`src/rtl/mult_arbiter.sv`:
```
// Round-robin arbiter sharing one combinational 8x8 multiplier between two
// valid/ready requesters; one operation in flight at a time (IDLE/CALC/DONE).

module combo_mult (
  input  logic [7:0]  a,
  input  logic [7:0]  b,
  output logic [15:0] res
);
  assign res = a * b;
endmodule

// Per-requester response slot: raised after CALC for the owner, dropped on handshake.
module mult_arb_rsp (
  input  logic clk,
  input  logic rst_n,
  input  logic set,
  input  logic rsp_ready,
  output logic rsp_valid,
  output logic hs
);
  assign hs = rsp_valid & rsp_ready;

  always_ff @(posedge clk or negedge rst_n) begin
    if (!rst_n)   rsp_valid <= 1'b0;
    else if (set) rsp_valid <= 1'b1;
    else if (hs)  rsp_valid <= 1'b0;
  end
endmodule

module mult_arbiter #(
  parameter int WIDTH = 8
) (
  input  logic               clk,
  input  logic               rst_n,
  input  logic               req0_valid,
  output logic               req0_ready,
  input  logic [WIDTH-1:0]   req0_a,
  input  logic [WIDTH-1:0]   req0_b,
  input  logic               req1_valid,
  output logic               req1_ready,
  input  logic [WIDTH-1:0]   req1_a,
  input  logic [WIDTH-1:0]   req1_b,
  output logic               rsp0_valid,
  input  logic               rsp0_ready,
  output logic               rsp1_valid,
  input  logic               rsp1_ready,
  output logic [2*WIDTH-1:0] rsp_res,
  output logic               busy,
  output logic [15:0]        ops_done
);
  localparam int NREQ = 2;

  typedef struct packed {
    logic [WIDTH-1:0] a;
    logic [WIDTH-1:0] b;
  } opnd_t;

  typedef enum logic [1:0] {IDLE, CALC, DONE} state_t;

  state_t                   state_q, state_d;
  opnd_t [NREQ-1:0]         req_op;
  opnd_t                    op_q;
  logic  [NREQ-1:0]         req_valid, req_ready;
  logic  [NREQ-1:0]         rsp_valid, rsp_ready, rsp_hs, rsp_set;
  logic                     grant, owner_q, last_grant_q, accept;
  logic  [2*WIDTH-1:0]      prod, res_q;
  logic  [15:0]             ops_cnt;

  assign req_valid = {req1_valid, req0_valid};
  assign req_op    = {opnd_t'{a: req1_a, b: req1_b}, opnd_t'{a: req0_a, b: req0_b}};
  assign rsp_ready = {rsp1_ready, rsp0_ready};

  // A lone requester always wins; contention or no requests go to the one not served last.
  always_comb begin
    case (req_valid)
      2'b01:   grant = 1'b0;
      2'b10:   grant = 1'b1;
      default: grant = ~last_grant_q;
    endcase
  end

  always_comb begin
    req_ready = '0;
    if (rst_n && state_q == IDLE) req_ready[grant] = 1'b1;
  end

  assign accept = |(req_valid & req_ready);

  always_comb begin
    state_d = state_q;
    case (state_q)
      IDLE:    if (accept) state_d = CALC;
      CALC:    state_d = DONE;
      DONE:    if (|rsp_hs) state_d = IDLE;
      default: state_d = IDLE;
    endcase
  end

  always_ff @(posedge clk or negedge rst_n) begin
    if (!rst_n) begin
      state_q      <= IDLE;
      last_grant_q <= 1'b1;
      owner_q      <= 1'b0;
      op_q         <= '0;
      res_q        <= '0;
      ops_cnt      <= '0;
    end else begin
      state_q <= state_d;
      if (state_q == IDLE && accept) begin
        op_q         <= req_op[grant];
        owner_q      <= grant;
        last_grant_q <= grant;
      end
      if (state_q == CALC) res_q <= prod;
      if (state_q == DONE && |rsp_hs) ops_cnt <= ops_cnt + 16'd1;
    end
  end

  combo_mult u_mult (
    .a   (op_q.a),
    .b   (op_q.b),
    .res (prod)
  );

  // Only the owner's slot is ever set, so the other requester's ready is ignored.
  for (genvar n = 0; n < NREQ; n++) begin : g_rsp
    assign rsp_set[n] = (state_q == CALC) && (owner_q == 1'(n));
    mult_arb_rsp u_rsp (
      .clk       (clk),
      .rst_n     (rst_n),
      .set       (rsp_set[n]),
      .rsp_ready (rsp_ready[n]),
      .rsp_valid (rsp_valid[n]),
      .hs        (rsp_hs[n])
    );
  end

  assign req0_ready = req_ready[0];
  assign req1_ready = req_ready[1];
  assign rsp0_valid = rsp_valid[0];
  assign rsp1_valid = rsp_valid[1];
  assign rsp_res    = res_q;
  assign busy       = (state_q != IDLE);
  assign ops_done   = ops_cnt;
endmodule

```
`config.mk`:
```
export PLATFORM = sky130hd
export DESIGN_NAME = mult_arbiter
export DESIGN_NICKNAME = d
export VERILOG_FILES = /design/src/rtl/mult_arbiter.sv
export SDC_FILE = /design/constraint.sdc
export NUM_CORES = 1
export LEC_CHECK = 0
export CAP_MARGIN = 10
export CORE_MARGIN = 1
export CORE_UTILIZATION = 59
export DETAILED_ROUTE_END_ITERATION = 12
export PLACE_DENSITY = 0.83
export SLEW_MARGIN = 20
export SYNTH_ARGS = -nofsm -noshare
export SYNTH_HDL_FRONTEND = slang
export SYNTH_SLANG_ARGS = --single-unit
```
`constraint.sdc`:
```
create_clock -name clk -period 6.4 [get_ports clk]
set_clock_uncertainty 0.2 [all_clocks]
set_input_delay 1.28 -clock clk [delete_from_list [all_inputs] [get_ports clk]]
set_output_delay 1.28 -clock clk [all_outputs]
set_load 0.005 [all_outputs]
```
### Word-level counts from Yosys, hierarchy flattened

Cells that the tools add are included.

* memories: 0
* input port bits: 38
* register bits: 54
* latch bits: 0
* bits in writable memories: 0
* ROM bits: 0

* bitwise gates (word level): 5
* multipliers: 1
* equal/unequal tests: 6
* $lt $le $gt $ge: 2
* add/subtract/negate cells: 1
* multiplexer cells: 13
* reduce and logical (&&, ||, !) cells: 13
* shift-type cells: 0
* divide/modulo/power cells: 0

Operators by type and width (count)
* $mux 16: 2
* $add 16x1->16 const B: 1
* $mul 8x8->16: 1
* $logic_and 1x1->1: 6
* $mux 2: 3
* $pmux 2 s3: 1
* $reduce_bool 2->1: 3
* $mux 1: 5
* $eq 2x1->1 const B: 2
* $eq 2x2->1 const B: 2
* $ne 2x2->1 const B: 2
* $reduce_or 2->1: 2
* $and 1x1->1: 2
* $and 2x2->2: 1
* $logic_not 2->1: 1
* $lt 1x2->1 const B: 1
* $not 1->1: 2
* $pmux 1 s2: 1
* $reduce_and 2->1: 1
* $demux 1 s1: 1
* $ge 1x1->1 const B: 1

### Logic depth before layout (Yosys ltp)

Gate-level depths: netlist of run 1.

* depth after elaboration: 11
* mapped depth: 15

### By module

A second synthesis of run 1 with hierarchy kept.

* cell total of the unflattened synthesis: 424
* area total of the unflattened synthesis: 4555.6 sq um

By module, submodules not included
* mult_arbiter: area an instance 2362.3 sq um, cells each 173, times used 1
* combo_mult: area an instance 2105.8 sq um, cells each 243, times used 1
* mult_arb_rsp: area an instance 43.8 sq um, cells each 4, times used 2

### Worst setup path after synthesis of run 1

Ideal clock, no wire load.

* path type: register to register
* from: register op_q[9] (netlist name)
* to: register res_q[13], in the netlist rsp_res[13]
* data required time: 6.105 ns
* arrival: 3.891 ns
* setup slack: 2.214 ns
* stages on the path, launching flop included: 14
* path through: dfrtp_1 and2_1 fa_1 fa_1 fa_1 inv_1 fa_1 inv_1 ha_1 a21oi_1 nand2_1 o2111a_1 o21a_1 o31ai_1

* longest elaborated chain between the ends: 1

Ends and longest elaborated chain
* from (decl): RTL line 62 `opnd_t op_q;`
* from (signal assigned): RTL line 110 `op_q <= req_op[grant];`
* $mul 8x8->16: RTL line 9 `assign res = a * b;`
* to (signal assigned): RTL line 114 `if (state_q == CALC) res_q <= prod;`
* to (decl): RTL line 66 `logic [2*WIDTH-1:0] prod, res_q;`

No other way between the ends.
A chain may end at the register's enable or synchronous reset.

### Worst setup path after layout of run 1

* from: input req0_valid
* to: output req1_ready

* longest elaborated chain between the ends: 7
* elaborated cells between the ends (all ways): 9

Ends and longest elaborated chain
* from (decl): RTL line 35 `input logic req0_valid,`
* $eq 2x2->1 or $eq 2x1->1 (tied branches): RTL line 75 `case (req_valid)`
* $pmux 1 s2 *: RTL line 75
* $lt 1x2->1 (not written as such) or $ge 1x1->1 (tied branches): RTL line 84 `if (rst_n && state_q == IDLE) req_ready[grant] = 1'b1;`
* $logic_and 1x1->1 (not written as such): RTL line 84
* $mux 1 (not written as such): RTL line 84
* $demux 1 s1 *: RTL line 84
* $mux 2 *: RTL line 84
* to (decl): RTL line 40 `output logic req1_ready,`

Mark *: on every way between the ends. The rest lies on a longest branch, timed or not.

==> summary.md, run 1 <==
| Metric | Value |
|---|---|
| Highest routed layer | met4 |
| Die Outline Area | about 8000 sq um |
| Max_slew headroom | 0.370 |
| Minimum clock period | 4.69 ns |
| Hold_sp | rsp_res[8]$_DFFE_PN0N_ |
| Drt drc | 0 |
| CTS Buf Count | 5 |
| Max Root-Sink Buffers | 2 |
| Vias in the first global route | 3228 |
| Synthesized area | roughly 4500 sq um |
| Global Route Usage Sum | 0.234 |
| Predominant post-synthesis flop cell | dfrtp_1 |
| Ys Warns | 0 |
| Die H | slightly below 90 um |
| Clk Latency, worst-skew pair | 0.31 ns |
| H-tree depth | 2 |
| Final Cycle Share | 0.733 |
| Starting Density | 0.616 |
| R2R cell count | 14 |
| Worst Hold Path Cells | 2 |
| Routability cong. | about 0.85 |
| Synthesis-stage register bit count | 54 |
| Slew @ Worst Pin | 0.943 ns |
| Crit path DAT | around 3.2 ns |
| Max Slew Vio Count | 0 |
| Synth async-reset ratio | 1.00 |
| Dpl ws | 1.71 ns |
| Outcome | finished clean |
| Avg Inst Size Synth | around 9.7 sq um |
| M1 WL | 3920 um |
| Avg Vias per Cell | 5.19 |
| Reg-to-Reg End | rsp_res[15]$_DFFE_PN0N_ |
| Grt ovf | 0 |
| Post-Syn Nets | 573 |
| Routed wl met3 | ~300 um |
| WP data required | 4.92 ns |
| Yosys top cell area share | 0.295 |
| Dpl hpwl | 6710 um |
| Initial DRC count | 76 |
| Final Setup Violations | 0 |
| FF-to-FF Start | op_q[7]$_DFFE_PN0P_ |
| Horiz. Die Dim | 89.3 um |
| Initial antenna violation count | 0 |
| Via count | roughly 3300 |
| Seq/Total Area, Yosys | 0.301 |
| Commonest non-fill, non-tap cell in the layout | clkdlybuf4s50_1 |
| Cell taking the most area after synthesis | dfrtp_1 |
| Reg clk slew, reported paths | about 0.10 ns |
| Fin. Hold Viols | 0 |
| Pre-antenna DRT Iters | 5 |
| FF/Latch Area | between 1000 and 1500 sq um |
| Multi-input logic area | 2850 sq um |
| Aggregate negative setup slack | 0 ns |
| # hold bufs at CTS | 0 |
| Mapped Cells | about 460 |
| Max_cap viols | 0 |
| I/O pin count | 75 |
| First-pass GRT wire length | about 14000 um |
| Rows | 31 |
| Layout area overhead | 20.3% |
| Routed WL per cell | approximately 13 um |
| Layout cells sized above 1 | 0.0619 |
| RSZ-0062 raised after global routing | no |
| Final layout net count | ~640 |
| Diodes inserted | 0 |
| Most frequent cells in the layout | 73 x clkdlybuf4s50_1, 59 x inv_1, 57 x and2_1 |
| CP endpoint kind | primary output |
| Antenna Violating Nets Remaining | 0 |
| Post-CTS Setup Inserts | 0 |
| Fmax | approximately 210 MHz |
| Clock Sinks | 54 |
| Met2 wire length | between 4000 and 5000 um |
| Pin count of the biggest net entering global routing | 56 |
| Post_cts resized | 0 |
| PortBufs | 74 |
| Hold WC Path Type | reg -> reg |
| Fillers | about 530 |
| Reg2Reg Setup Slack | 1.91 ns |
| Post-synth EDFFs | 0 |
| Critical Setup Path Class | in -> out |
| CP Launch Type | primary input |
| Core Area | 7290 sq um |
| Area contributors post-synth | dfrtp_1 30%, fa_1 16%, ha_1 11% |
| Final WS setup | roughly 1.7 ns |
| Crit Path Max Fanout | 19 |
| Drt total wl | about 8500 um |
| Hold Path Sink | rsp_res[8]$_DFFE_PN0N_ |
| Distinct cell type count after synthesis | 44 |
| Clk root buf | clkbuf_8 |
| CTS tree | yes |
area by class of cell:
class | count | share of cell area
Clock buffer | 5 | 0.0127
Clock inverter | 3 | 0.00880
Inverter | 59 | 0.0410
Multi-Input combinational cell | 337 | 0.527
Sequential cell | 54 | 0.250
Tap cell | 99 | 0.0229
Timing Repair Buffer | 75 | 0.138
Yosys cell counts, types with 2 or more instances:
| cell type | number |
|---|---|
| buf_4 | 2 |
| o211ai_1 | 3 |
| and4_1 | 2 |
| clkbuf_1 | 5 |
| and2_1 | 57 |
| ha_1 | 38 |
| nor2_1 | 17 |
| xnor2_1 | 15 |
| a21o_1 | 6 |
| nor2_2 | 3 |
| and3_1 | 3 |
| xor2_1 | 9 |
| o31ai_1 | 2 |
| nor2b_1 | 3 |
| nand2b_1 | 4 |
| o21ai_0 | 15 |
| a31oi_1 | 4 |
| a21oi_1 | 16 |
| fa_1 | 36 |
| nand2_1 | 46 |
| a21oi_2 | 13 |
| nand4_1 | 5 |
| buf_6 | 3 |
| nand3_1 | 9 |
| inv_1 | 59 |
| mux2i_1 | 16 |
| dfrtp_1 | 53 |
metrics by stage:
step	std cells	util	instance area [sq um]	hold WS, ns
after floorplan	461	-	4490	0.263
after global placement	624	0.725	5290	0.261
after detailed placement	624	0.725	5290	0.269
after CTS	632	0.741	5400	0.289
after global routing	632	0.741	5400	0.303
final	632	0.741	5400	0.284
registers in the layout, indices dropped and copies added (netlist names):
name and count:
state_q 2, op_q 16, last_grant_q 1, owner_q 1, rsp_res 16, ops_done 16, g_rsp.u_rsp.rsp_valid 2
worst max-delay path: stages:
cell and delay, ns:
clkdlybuf4s50_1 0.49, inv_1 0.07, ha_1 0.30, or2_1 0.28, nand2_4 0.25, nor2_1 0.08, clkdlybuf4s50_1 0.45
how the worst max path moves through the flow:
stage                                   start                 endpoint  depth (start not counted)
after floorplan           op_q[9]$_DFFE_PN0P_  rsp_res[13]$_DFFE_PN0N_                         13
after global placement             req0_valid               req1_ready                          7
after detailed placement           req0_valid               req1_ready                          7
after CTS                          req0_valid               req1_ready                          7
after global routing               req0_valid               req1_ready                          7
final                              req0_valid               req1_ready                          7
kinds of logic after synthesis:
kind of cell | Yosys count | synth area share
adders and majority gates | 74 | 0.266
DFF | 54 | 0.301
and+or+nand+nor | 154 | 0.181
AOI/OAI and AO/OA | 68 | 0.101
muxes | 17 | 0.0381
buffers and inverters | 70 | 0.0654
xor gates and xnor gates | 24 | 0.0468
layer usage:
| layer | global-route usage | up-vias |
|---|---|---|
| li1 | - | 1638 |
| met4 | 0.0548 | 0 |
| met3 | 0.0406 | 11 |
| met5 | 0 | - |
| met2 | 0.399 | 80 |
| met1 | 0.313 | 1549 |
Power of run 1 is left out: the tool's default activity adds up to more than one toggle a clock period on the data nets, which glitch-free logic cannot reach.
==> run 2, diff against run 1 <==
CORE_UTILIZATION = 49   (was 59)
PLACE_DENSITY = 0.73   (was 0.83)
clock period = 4.27 ns   (was 6.4 ns; I/O delays follow)
==> summary.md, run 2 (same netlist as run 1, synthesis figures left out) <==
| Metric | Value |
|---|---|
| Critical path's most frequent cell | fa_1 (was clkdlybuf4s50_1) |
| Most frequent cells in the layout | 73 x clkdlybuf4s50_1, 55 x inv_1, 51 x and2_1 (was 73 x clkdlybuf4s50_1, 59 x inv_1, 57 x and2_1) |
| Hold_sp | ops_done[15]$_DFFE_PN0P_ (was rsp_res[8]$_DFFE_PN0N_) |
| Avg Vias per Cell | 5.08 (was 5.19) |
| Minimum clock period | between 4 and 5 ns |
| Die H | 97.8 um (was 89.3 um) |
| CP Launch Type | flop (was primary input) |
| Crit Path Max Fanout | 3 (was 19) |
| I/O pin count | 75 (unchanged) |
| PortBufs | 74 (unchanged) |
| GR met1 Demand/Resource | 0.268 (was 0.313) |
| Horiz. Die Dim | 97.8 um (was 89.3 um) |
| Final Cycle Share | 1.00 |
| Final Instance Area | 5880 sq um (was 5400 sq um) |
| CTS tree | yes (unchanged) |
| Worst Hold Path Cells | 1 (was 2) |
| Fillers | 692 (was 532) |
| GR Layer Usage met3 | 0.0251 (was 0.0406) |
| Grt ovf | 0 (unchanged) |
| Vias in the first global route | 3439 (was 3228) |
| Max_slew headroom | 0.369 (was 0.370) |
| Drt drc | 8 (was 0) |
| Crit path DAT | 4.30 ns (was 3.21 ns) |
| Routability cong. | 0.884 (was 0.846) |
| Critical Setup Path Class | reg -> reg (was in -> out) |
| RSZ-0062 raised after global routing | yes (was no) |
| Commonest non-fill, non-tap cell in the layout | clkdlybuf4s50_1 (unchanged) |
| R2R cell count | 13 (was 14) |
| Worst path cell trace | and2_1 -> fa_1 -> fa_1 -> fa_1 -> inv_1 -> fa_1 -> inv_1 -> ha_4 -> a21oi_4 -> nand2_2 -> o2111a_1 -> o21a_1 -> o31ai_2 (was clkdlybuf4s50_1 -> inv_1 -> ha_1 -> or2_1 -> nand2_4 -> nor2_1 -> clkdlybuf4s50_1) |
| Rows | 34 (was 31) |
| CP endpoint kind | flop (was primary output) |
| Fmax | 234 MHz |
| Fin. Hold Viols | 0 (unchanged) |
| Pre-antenna DRT Iters | 8 (was 5) |
| Failing checks | DRC, setup timing |
| Global Route Usage Sum | 0.199 (was 0.234) |
| Clock Sinks | 54 (unchanged) |
| Clk Latency, worst-skew pair | 0.31 ns (about the same) |
| Reg clk slew, reported paths | 0.10 ns (about the same) |
| Placed cell areas | 5490 sq um (was 5290 sq um) |
| Via count | 3452 (was 3278) |
| Antenna Violating Nets Remaining | 0 (unchanged) |
| Drt total wl | 9280 um (was 8490 um) |
| WP data required | 4.30 ns (was 4.92 ns) |
| Core Area | 8810 sq um (was 7290 sq um) |
| Max Root-Sink Buffers | 2 (unchanged) |
| Final Setup Violations | 1 (was 0) |
| Clk root buf | clkbuf_8 (unchanged) |
| Diodes inserted | 0 (unchanged) |
| Reg2Reg Setup Slack | -0.003 ns (was 1.91 ns) |
| Dpl hpwl | 7120 um (was 6710 um) |
| Max_cap viols | 0 (unchanged) |
| Starting Density | 0.510 (was 0.616) |
| H-tree depth | 2 (unchanged) |
| CTS Buf Count | 5 (unchanged) |
| Hold WC Path Type | reg -> reg (unchanged) |
| Hold Path Sink | ops_done[15]$_DFFE_PN0P_ (was rsp_res[8]$_DFFE_PN0N_) |
| Layout area overhead | 30.9% (was 20.3%) |
| Pin count of the biggest net entering global routing | 56 (unchanged) |
| Max stage delay on crit path | 0.56 ns (was 0.49 ns) |
| Final WS setup | -0.00293 ns (was 1.71 ns) |
| Layout cells sized above 1 | 0.191 (was 0.0619) |
| Max Slew Vio Count | 0 (unchanged) |
| Placed cells | 659 (was 624) |
| Reg-to-Reg End | rsp_res[13]$_DFFE_PN0N_ (was rsp_res[15]$_DFFE_PN0N_) |
| Slowest-stage cell, CP | fa_1 (was clkdlybuf4s50_1) |
| Outcome | complete, but fails checks (was finished clean) |
| Routed WL per cell | 13.6 um (was 13.4 um) |
| Non-filler cells in the finished layout | 680 (was 632) |
| Grt peak-use layer | met2 (unchanged) |
| Final layout net count | 683 (was 644) |
| Initial antenna violation count | 0 (unchanged) |
| Slew @ Worst Pin | 0.947 ns (was 0.943 ns) |
| FF-to-FF Start | op_q[2]$_DFFE_PN0P_ (was op_q[7]$_DFFE_PN0P_) |
| First-pass GRT wire length | 15600 um (was 14300 um) |
| Initial DRC count | 108 (was 76) |
| Die Outline Area | 9560 sq um (was 7970 sq um) |
| M2 GR Usage | 0.347 (was 0.399) |
-- run 2: worst max-delay path by stage --
| stage | startpoint | to | slack (ns) | cells after the start |
|---|---|---|---|---|
| finish | op_q[2]$_DFFE_PN0P_ | rsp_res[13]$_DFFE_PN0N_ | -0.003 | 13 |
| global route | op_q[2]$_DFFE_PN0P_ | rsp_res[13]$_DFFE_PN0N_ | -0.13 | 13 |
| CTS | op_q[10]$_DFFE_PN0P_ | rsp_res[13]$_DFFE_PN0N_ | 0.03 | 14 |
| detailed placement | op_q[10]$_DFFE_PN0P_ | rsp_res[13]$_DFFE_PN0N_ | -0.12 | 13 |
| global placement | op_q[13]$_DFFE_PN0P_ | rsp_res[12]$_DFFE_PN0N_ | 0.01 | 13 |
| floorplan | op_q[9]$_DFFE_PN0P_ | rsp_res[13]$_DFFE_PN0N_ | 0.08 | 13 |
-- run 2: area by class of cell --
type | instances | area [sq um] | share of cell area
Inverter | 59 | 221 | 0.0377
Tap cell | 108 | 135 | 0.0230
Timing Repair Buffer | 114 | 1050 | 0.179
Sequential cell | 54 | 1360 | 0.231
Multi-Input combinational cell | 337 | 3020 | 0.513
Clock inverter | 2 | 16.3 | 0.00277
Clock buffer | 6 | 82.6 | 0.0140
-- run 2: metrics by stage --
step | worst slack (ns) | util | TNS (ns) | hold WS [ns]
floorplan | 0.0838 | - | 0 | 0.263
CTS | 0.0279 | 0.651 | 0 | 0.285
finish | -0.00293 | 0.668 | -0.00293 | 0.280
detailed placement | -0.123 | 0.624 | -0.359 | 0.271
global placement | 0.0134 | 0.624 | 0 | 0.262
global route | -0.131 | 0.668 | -0.567 | 0.311
-- run 2: worst max-delay path: cells and delay by family (launching register included) --
kind | cells | cell delay, ns
flip-flops | 1 | 0.46
AO/OA/AOI/OAI | 4 | 0.87
buffers and inverters | 2 | 0.11
AND/OR/NAND/NOR | 2 | 0.29
adder cells (fa/ha/maj) | 5 | 2.24
-- run 2: timing repair --
item,CTS,global route
resized for setup,13,34
setup buffers,8,5
endpoints found under the setup margin,5,8
pin swaps,8,27
hold buffers,0,0
-- run 2: layer usage --
layer / routed length (um) / up-vias
li1: - / 1716
met1: 4220 / 1654
met2: 4660 / 72
met3: 270 / 10
met4: 124 / 0
met5: 0 / -
Power of run 2 is left out for the same reason.
==> run 3, diff against run 2 <==
CORE_UTILIZATION = 59   (was 49)
PLACE_DENSITY = 0.83   (was 0.73)
clock period = 5.5 ns   (was 4.27 ns; I/O delays follow)
==> summary.md, run 3 (same netlist as run 1, synthesis figures left out) <==
| Metric | Value |
|---|---|
| PortBufs | 74 (unchanged) |
| First-pass GRT wire length | 14400 um (was 15600 um) |
| Crit path DAT | 4.46 ns (was 4.30 ns) |
| Max_cap viols | 0 (unchanged) |
| Routability cong. | 0.889 (was 0.884) |
| FF-to-FF Start | op_q[7]$_DFFE_PN0P_ (was op_q[2]$_DFFE_PN0P_) |
| # hold bufs at CTS | 0 (unchanged) |
| Fmax | 222 MHz (was 234 MHz) |
| Most frequent cells in the layout | 73 x clkdlybuf4s50_1, 59 x inv_1, 57 x and2_1 (was 73 x clkdlybuf4s50_1, 55 x inv_1, 51 x and2_1) |
| Horiz. Die Dim | 89.3 um (was 97.8 um) |
| Hold_sp | ops_done[15]$_DFFE_PN0P_ (unchanged) |
| Initial DRC count | 62 (was 108) |
| Diodes inserted | 0 (unchanged) |
| Clk root buf | clkbuf_8 (unchanged) |
| Slew @ Worst Pin | 0.956 ns (was 0.947 ns) |
| Routed WL per cell | 13.8 um (was 13.6 um) |
| Final Cycle Share | 0.820 (was 1.00) |
| Drt drc | 0 (was 8) |
| Reg-to-Reg End | rsp_res[12]$_DFFE_PN0N_ (was rsp_res[13]$_DFFE_PN0N_) |
| Core Area | 7290 sq um (was 8810 sq um) |
| Dpl hpwl | 7170 um (was 7120 um) |
| Clock Sinks | 54 (unchanged) |
| Max Slew Vio Count | 0 (unchanged) |
| H-tree depth | 2 (unchanged) |
| Rows | 31 (was 34) |
| CP Launch Point | op_q[7]$_DFFE_PN0P_ (was op_q[2]$_DFFE_PN0P_) |
| Post_cts resized | 0 (was 13) |
| WP data required | 5.46 ns (was 4.30 ns) |
| Routed wl met3 | 386 um (was 270 um) |
| Reg clk slew, reported paths | 0.10 ns (about the same) |
| Initial antenna violation count | 0 (unchanged) |
| R2R cell count | 13 (unchanged) |
| Drt total wl | 8730 um (was 9280 um) |
| Final layout net count | 644 (was 683) |
| Pin count of the biggest net entering global routing | 56 (unchanged) |
| Avg Vias per Cell | 5.37 (was 5.08) |
| Via count | 3392 (was 3452) |
| Die H | 89.3 um (was 97.8 um) |
| Layout area overhead | 20.4% (was 30.9%) |
| Commonest non-fill, non-tap cell in the layout | clkdlybuf4s50_1 (unchanged) |
| RSZ-0062 raised after global routing | no (was yes) |
| Post-route core utilization | 0.742 (was 0.668) |
| Grt ovf | 0 (unchanged) |
| Hold Path Sink | ops_done[15]$_DFFE_PN0P_ (unchanged) |
| Layout cells sized above 1 | 0.0619 (was 0.191) |
| Die Outline Area | 7970 sq um (was 9560 sq um) |
| Hold Worst Slack | 0.279 ns (was 0.280 ns) |
| Clk Latency, worst-skew pair | 0.31 ns (about the same) |
| Post-CTS Setup Inserts | 0 (was 8) |
| Worst Hold Path Cells | 1 (unchanged) |
| CTS tree | yes (unchanged) |
| Final Setup Violations | 0 (was 1) |
| Starting Density | 0.616 (was 0.510) |
| Outcome | finished clean (was complete, but fails checks) |
| Crit Path Max Fanout | 9 (was 3) |
| M1 WL | 3830 um (was 4220 um) |
| Met2 wire length | 4400 um (was 4660 um) |
| Dpl ws | 1.01 ns (was -0.123 ns) |
| Reg2Reg Setup Slack | 0.99 ns (was -0.003 ns) |
| Max Root-Sink Buffers | 2 (unchanged) |
| Global Route Usage Sum | 0.236 (was 0.199) |
| Minimum clock period | 4.51 ns (was 4.27 ns) |
| Max_slew headroom | 0.362 (was 0.369) |
| Vias in the first global route | 3183 (was 3439) |
| Hold WC Path Type | reg -> reg (unchanged) |
| CTS Buf Count | 5 (unchanged) |
| Pre-antenna DRT Iters | 4 (was 8) |
| CP endpoint kind | flop (unchanged) |
| Critical Setup Path Class | reg -> reg (unchanged) |
| I/O pin count | 75 (unchanged) |
| Final WS setup | 0.991 ns (was -0.00293 ns) |
| Aggregate negative setup slack | 0 ns (was -0.00293 ns) |
| CP Launch Type | flop (unchanged) |
| Antenna Violating Nets Remaining | 0 (unchanged) |
| Highest routed layer | met4 (unchanged) |
| Fin. Hold Viols | 0 (unchanged) |
-- run 3: cell types whose count changed in the layout (fill, tap and decap cells not counted), sizes merged --
cell      delta
bufinv       +1
buf         -39
clkinvlp     -1
-- run 3: worst max path at each step --
stage	to	slack, ns	depth (start not counted)
floorplan	rsp_res[13]$_DFFE_PN0N_	1.31	13
global placement	rsp_res[12]$_DFFE_PN0N_	1.15	13
detailed placement	rsp_res[12]$_DFFE_PN0N_	1.01	13
CTS	rsp_res[12]$_DFFE_PN0N_	0.98	13
global route	rsp_res[12]$_DFFE_PN0N_	0.71	13
finish	rsp_res[12]$_DFFE_PN0N_	0.99	13
-- run 3: cell type report --
| cell class | count | area (sq um) |
|---|---|---|
| multi-input cells | 337 | 2850 |
| fillers | 557 | 1880 |
| flip-flops and latches | 54 | 1350 |
| repair buffers | 75 | 743 |
| inverters | 59 | 221 |
| well taps | 99 | 124 |
| clock buffers | 6 | 82.6 |
| clock inverters | 2 | 38.8 |
-- run 3: critical path, cell delays in order (launching register included) --
cell	delay, ns
dfrtp_1	0.48
and2_1	0.22
fa_1	0.51
fa_1	0.51
fa_1	0.54
inv_1	0.06
fa_1	0.53
inv_1	0.04
ha_1	0.34
a21oi_1	0.25
o211ai_1	0.20
a31oi_1	0.24
xor2_1	0.15
o21ai_0	0.09
-- run 3: metal layers --
metal	vias up	GRT usage
li1	1632	-
met1	1658	0.303
met2	93	0.418
met3	9	0.0462
met4	0	0.0491
met5	-	0
-- run 3: per-stage QoR --
stage,area (sq um),std cells
final,5410,632
after global routing,5410,632
after CTS,5410,632
after detailed placement,5290,624
after global placement,5290,624
after floorplan,4490,461
Power of run 3 is left out for the same reason.
